<file path="src/rtl/mandelbrot_pkg.sv">
// Shared types and constants for the mandelbrot escape-time controller slice.
package mandelbrot_pkg;

  // Default datapath width of cr/ci/zr/zi (signed two's complement).
  localparam int WIDTH_DEFAULT  = 8;
  // Fractional bits for the default width: values cover [-4.0, 4.0).
  localparam int FRAC           = WIDTH_DEFAULT - 3;
  // Default width of the iteration counter, max_iter and res_iter.
  localparam int ITER_W_DEFAULT = 8;

  typedef enum logic [1:0] {
    IDLE = 2'd0,
    ITER = 2'd1,
    DONE = 2'd2
  } state_t;

  // Fractional bits for an arbitrary datapath width (3 integer bits incl. sign).
  function automatic int frac_bits(input int width);
    return width - 3;
  endfunction

endpackage

</file>
<file path="src/rtl/mandelbrot_iter_ctrl_step.sv">
// Combinational mandelbrot step: z' = z^2 + c, plus escape flag |z|^2 > 4.0.
// The step output wraps in two's complement; escape is judged on the input z.
module mandelbrot_iter_ctrl_step
  import mandelbrot_pkg::*;
#(
  parameter int WIDTH = WIDTH_DEFAULT
) (
  input  logic [WIDTH-1:0] in_cr,
  input  logic [WIDTH-1:0] in_ci,
  input  logic [WIDTH-1:0] in_zr,
  input  logic [WIDTH-1:0] in_zi,
  output logic [WIDTH-1:0] out_zr,
  output logic [WIDTH-1:0] out_zi,
  output logic             size
);

  localparam int FW = frac_bits(WIDTH);
  // Product width: one extra bit so the sum of two squares cannot overflow.
  localparam int PW = 2 * WIDTH + 1;
  localparam logic signed [PW-1:0] FOUR = PW'(4) << (2 * FW);

  logic signed [PW-1:0]    zr_x;
  logic signed [PW-1:0]    zi_x;
  logic signed [PW-1:0]    zr2;
  logic signed [PW-1:0]    zi2;
  logic signed [PW-1:0]    zrzi;
  logic signed [PW-1:0]    mag;
  logic signed [WIDTH-1:0] re_s;
  logic signed [WIDTH-1:0] im_s;

  // Full-precision products, rescaled back to FW fractional bits with floor rounding.
  always_comb begin
    zr_x   = {{(PW-WIDTH){in_zr[WIDTH-1]}}, in_zr};
    zi_x   = {{(PW-WIDTH){in_zi[WIDTH-1]}}, in_zi};
    zr2    = zr_x * zr_x;
    zi2    = zi_x * zi_x;
    zrzi   = zr_x * zi_x;
    mag    = zr2 + zi2;
    size   = (mag > FOUR);
    // 2*zr*zi >>> FW is folded into a single shift by FW-1.
    re_s   = WIDTH'((zr2 - zi2) >>> FW);
    im_s   = WIDTH'(zrzi >>> (FW - 1));
    out_zr = re_s + in_cr;
    out_zi = im_s + in_ci;
  end

endmodule

</file>
<file path="src/rtl/mandelbrot_iter_ctrl.sv">
// Escape-time controller: runs one point c through the step unit until it
// escapes or the iteration limit is reached, then holds the result until taken.
module mandelbrot_iter_ctrl
  import mandelbrot_pkg::*;
#(
  parameter int WIDTH  = WIDTH_DEFAULT,
  parameter int ITER_W = ITER_W_DEFAULT
) (
  input  logic              clk,
  input  logic              reset,
  input  logic              start_valid,
  output logic              start_ready,
  input  logic [WIDTH-1:0]  cr,
  input  logic [WIDTH-1:0]  ci,
  input  logic [ITER_W-1:0] max_iter,
  input  logic              abort,
  output logic              res_valid,
  input  logic              res_ready,
  output logic [ITER_W-1:0] res_iter,
  output logic              res_escaped,
  output logic              busy
);

  state_t            state;
  state_t            state_nxt;
  logic [WIDTH-1:0]  cr_q;
  logic [WIDTH-1:0]  ci_q;
  logic [WIDTH-1:0]  zr_q;
  logic [WIDTH-1:0]  zi_q;
  logic [ITER_W-1:0] max_q;
  logic [ITER_W-1:0] cnt_q;
  logic [WIDTH-1:0]  step_zr;
  logic [WIDTH-1:0]  step_zi;
  logic              step_size;
  logic              accept;
  logic              at_limit;

  mandelbrot_iter_ctrl_step #(
    .WIDTH(WIDTH)
  ) u_step (
    .in_cr (cr_q),
    .in_ci (ci_q),
    .in_zr (zr_q),
    .in_zi (zi_q),
    .out_zr(step_zr),
    .out_zi(step_zi),
    .size  (step_size)
  );

  assign at_limit = (cnt_q == max_q);

  // State register.
  always_ff @(posedge clk) begin
    if (reset) state <= IDLE;
    else       state <= state_nxt;
  end

  // Next state and handshake outputs; abort overrides every transition.
  always_comb begin
    state_nxt   = state;
    start_ready = 1'b0;
    res_valid   = 1'b0;
    busy        = 1'b0;
    accept      = 1'b0;
    case (state)
      IDLE: begin
        start_ready = !abort;
        accept      = start_valid && !abort;
        if (accept) state_nxt = ITER;
      end
      ITER: begin
        busy = 1'b1;
        if (step_size || at_limit) state_nxt = DONE;
      end
      DONE: begin
        busy      = 1'b1;
        res_valid = 1'b1;
        if (res_ready) state_nxt = IDLE;
      end
      default: state_nxt = IDLE;
    endcase
    if (abort) state_nxt = IDLE;
  end

  // Job registers: latch c/limit on accept, iterate z in ITER, capture result on exit.
  always_ff @(posedge clk) begin
    if (reset) begin
      cr_q        <= '0;
      ci_q        <= '0;
      max_q       <= '0;
      zr_q        <= '0;
      zi_q        <= '0;
      cnt_q       <= '0;
      res_iter    <= '0;
      res_escaped <= 1'b0;
    end else if (!abort) begin
      case (state)
        IDLE: begin
          if (accept) begin
            cr_q  <= cr;
            ci_q  <= ci;
            max_q <= max_iter;
            zr_q  <= '0;
            zi_q  <= '0;
            cnt_q <= '0;
          end
        end
        ITER: begin
          // Escape has priority over the limit so a point escaping exactly at
          // max_iter is still reported as escaped.
          if (step_size) begin
            res_escaped <= 1'b1;
            res_iter    <= cnt_q;
          end else if (at_limit) begin
            res_escaped <= 1'b0;
            res_iter    <= cnt_q;
          end else begin
            zr_q  <= step_zr;
            zi_q  <= step_zi;
            cnt_q <= cnt_q + 1'b1;
          end
        end
        default: ;
      endcase
    end
  end

endmodule
</file>
<file path="config.mk">
export PLATFORM = sky130hd
export DESIGN_NAME = mandelbrot_iter_ctrl
export DESIGN_NICKNAME = d
export VERILOG_FILES = /design/src/rtl/mandelbrot_pkg.sv /design/src/rtl/mandelbrot_iter_ctrl_step.sv /design/src/rtl/mandelbrot_iter_ctrl.sv
export SDC_FILE = /design/constraint.sdc
export NUM_CORES = 1
export LEC_CHECK = 0
export BUFFER_PORTS_ARGS = -buffer_cell sky130_fd_sc_hd__buf_4
export CORE_ASPECT_RATIO = 1.4
export CORE_MARGIN = 2
export CORE_UTILIZATION = 65
export DETAILED_ROUTE_END_ITERATION = 6
export PLACE_DENSITY = 0.83
export SKIP_LAST_GASP = 1
export SYNTH_ARGS = -nofsm -noshare
export SYNTH_HDL_FRONTEND = slang
export SYNTH_SLANG_ARGS = --single-unit
</file>
<file path="constraint.sdc">
create_clock -name clk -period 17.5 [get_ports clk]
set_input_delay 0 -clock clk [delete_from_list [all_inputs] [get_ports clk]]
set_output_delay 0 -clock clk [all_outputs]
set_load 0.05 [all_outputs]
</file>
==> run summary <==
Status: completed
Total grt overflow: 0
Post-synth EDFFs: 0
CP Max Fanout: 17
Reg2Reg Setup Slack: 9.79 ns
Ys async rst share: 0%
Chip Width: 108 um
Post-synthesis cell area: 9890 um2
CP Buf/Inv Count: 5
Clock buffer count from CTS: 9
Layout area overhead: 9.26%
P_leak: 5.39 nW
Commonest non-fill, non-tap cell in the layout: inv_1
Total wire length: 22500 um
Fin Setup TNS: 0 ns
Met3 Resource Use GR: 3.53%
Root Driver: clkbuf_16
Finished Cell Area: 10800 um2
Most frequent cells in the layout: inv_1, ha_1, fa_1, nand2_1, xnor2_1
Worst Hold Depth: 4
CTS tree: yes
Worst Skew: 0.00449 ns
First-pass GRT wire length: 38400 um
Hold_buf cts: 24
Vias in the first global route: 8353
Synth cell types: 58
Die Area: 16200 um2
Endpoint class of the critical path: flip-flop
I/O Pins: 41
Slowest-stage cell, CP: dfxtp_1
Core Rows: 53
Final hold violations: 0
Antenna Violating Nets Remaining: 0
Layout cells sized above 1: 6.13%
Placed wire-length estimate: 17800 um
Largest net degree at the start of global routing: 40
Seq cells post-synth: 59
Worst Tran Pin Value: 0.983 ns
Routed length per instance: 16.2 um
CP cell instances: inv_1 > nor2_1 > inv_1 > fa_1 > inv_1 > fa_1 > fa_1 > inv_1 > fa_1 > inv_1 > ha_1 > nor2b_1 > o21a_1 > o31a_1 > o41ai_1 > xnor2_1 > ha_1 > nand2b_1 > nand3_1 > o21ai_0 > o211ai_2 > a31oi_1 > o21ba_2 > a22o_1
RSZ-0062 raised after global routing: no
Worst Path Arrival: 7.98 ns
Vias/cell: 5.74
Worst-path clk slew: 0.05 ns
Startpoint Class: flip-flop
Syn_nets: 1429
Clock sinks: 59
Slew Limit Fails: 0
Top delay family on crit path: compound AO/OA/AOI/OAI gates
Post-CTS resize count: 0
# diodes: 0
Peak supply drop: 0.0820 mV
Fin crit period: 7.71 ns
Peak Freq: 0.130 GHz
Post-Syn Instances: 1154
Critical Path Max Stage Delay: 0.73 ns
Critical Path RT: 17.77 ns
Worst reg2reg path endpoint: zi_q[3]
DRC Markers: 0
Critical path class: reg -> reg
Routed vias: 7935
Reg2reg start: zi_q[6]
WHS Endpoint: state[1]
Placed cell area: 10300 um2
Ys flop type: dfxtp_1
Fin nets: 1463
Post-route clock period utilization: 44.1%
Critical path's most frequent cell: inv_1
Worst Hold Launch: abort
Initial DRT Pass Iterations: 5
Yosys warning count: 0
Initial antenna violation count: 0
Initial Util: 66.3%
Final setup vio count: 0
CTS Buffer Depth: 2
GR Layer Usage met2: 55.9%
Tot GR Track Use: 30.3%
GPL Wtd Cong: 0.912
Max-cap viol count: 0
Hold/Removal Path Class: in -> reg
Worst skew pair latency: 0.33 ns
Die Ht: 150 um
Seq/Total Area, Yosys: 11.9%
CORE AREA: 14900 um2
Routing usage on met1: 34.1%
Slew HR: 34.0%
Post-Syn Area per Cell: 8.57 um2
Pwr dens: 33.8 nW/um2
Postcts setup bufs: 0
Gr busiest metal: met2
1st-iter DRT viols: 481
Worst reg2reg path depth: 24
Depth of the CTS H-tree: 3
Port Buffers: 40
==> per-layer routing <==
metal	wire length [um]	vias up
met5	0	-
met4	1040	0
met3	885	71
met2	12200	236
met1	8340	3905
li1	-	3723
==> tightest hold or removal path, stage by stage <==
cell and delay (ns):
buf_4 0.13, nor2_1 0.06, o21ai_0 0.07, a21oi_1 0.05
==> how the worst max path moves through the flow <==
| stage | from | to | cells after the start |
|---|---|---|---|
| 2_1_floorplan | zi_q[7] | zi_q[6] | 28 |
| 3_3_place_gp | zi_q[6] | zi_q[4] | 24 |
| 6_report | zi_q[6] | zi_q[3] | 24 |
| 3_5_place_dp | zi_q[3] | cnt_q[1] | 24 |
| 4_1_cts | zi_q[6] | zi_q[3] | 24 |
| 5_1_grt | zi_q[3] | zi_q[3] | 27 |
==> kinds of logic (layout without fill, tap and decap cells) <==
logic type	Yosys count	in the layout	synth area share (%)
adders and majority gates	246	246	40.3
DFF	59	59	11.9
muxes	12	12	1.24
buffers and inverters	273	310	10.7
and+or+nand+nor	275	275	14.0
xor gates and xnor gates	103	103	9.13
AOI/OAI and AO/OA	186	186	12.7
==> cell usage after synthesis (all sizes together) (3+ instances only) <==
master	n	share of area (%)
a21oi	74	3.7
nor2	55	2.1
and3	3	0.19
or3	3	0.19
o211ai	3	0.28
a21o	21	1.6
and2	61	3.9
dfxtp	59	12
nand3	9	0.51
or4	7	0.53
a22o	17	1.5
nand2	87	3.3
a31oi	5	0.38
o41ai	3	0.27
o21a	5	0.38
o31ai	3	0.23
nor3	7	0.35
nor2b	14	0.89
a2111oi	3	0.33
a31o	3	0.27
xnor2	81	7.2
nand4	3	0.19
fa	121	25
o21ai	16	0.85
ha	125	16
nand2b	15	0.95
inv	229	8.7
xor2	22	1.9
mux2i	10	1.0
clkbuf	34	1.3
a311oi	3	0.33
buf	10	0.67
a41o	4	0.41
o31a	3	0.27
nor4	5	0.47
o21bai	15	1.1
==> stage by stage <==
step | setup slack (ns) | power (W) | std cells | hold WS [ns] | util (%)
6_report | 9.79 | 0.000365 | 1383 | 0.0321 | 72.4
2_1_floorplan | 11.03 | 0.000170 | 1154 | 0.136 | -
5_1_grt | 9.29 | 0.000375 | 1383 | 0.0306 | 72.4
4_1_cts | 9.82 | 0.000366 | 1383 | 0.0252 | 72.4
3_5_place_dp | 9.90 | 0.000183 | 1345 | 0.256 | 68.8
3_3_place_gp | 10.11 | 0.000182 | 1345 | 0.246 | 68.8
==> layout make-up <==
class / count / area (um2)
Tap cell: 192 / 240
Clock inverter: 2 / 35.0
Multi-Input combinational cell: 822 / 7660
Timing Repair Buffer: 67 / 563
Sequential cell: 59 / 1180
Fill cell: 1093 / 4120
Inverter: 229 / 860
Clock buffer: 12 / 267
==> report_power, final <==
| group | internal (W) | total [W] | switching (W) |
|---|---|---|---|
| combinational | 0.0000194 | 0.0000454 | 0.0000260 |
| clock | 0.000120 | 0.000179 | 0.0000593 |
| sequential | 0.000138 | 0.000141 | 0.00000275 |
==> sequential cells by signal (all words and copies together), names as in the netlist <==
| register | flops |
|---|---|
| res_escaped | 1 |
| zi_q | 8 |
| state | 2 |
| max_q | 8 |
| cnt_q | 8 |
| res_iter | 8 |
| zr_q | 8 |
| ci_q | 8 |
| cr_q | 8 |
No activity file was read; power rests on OpenSTA's default activity.
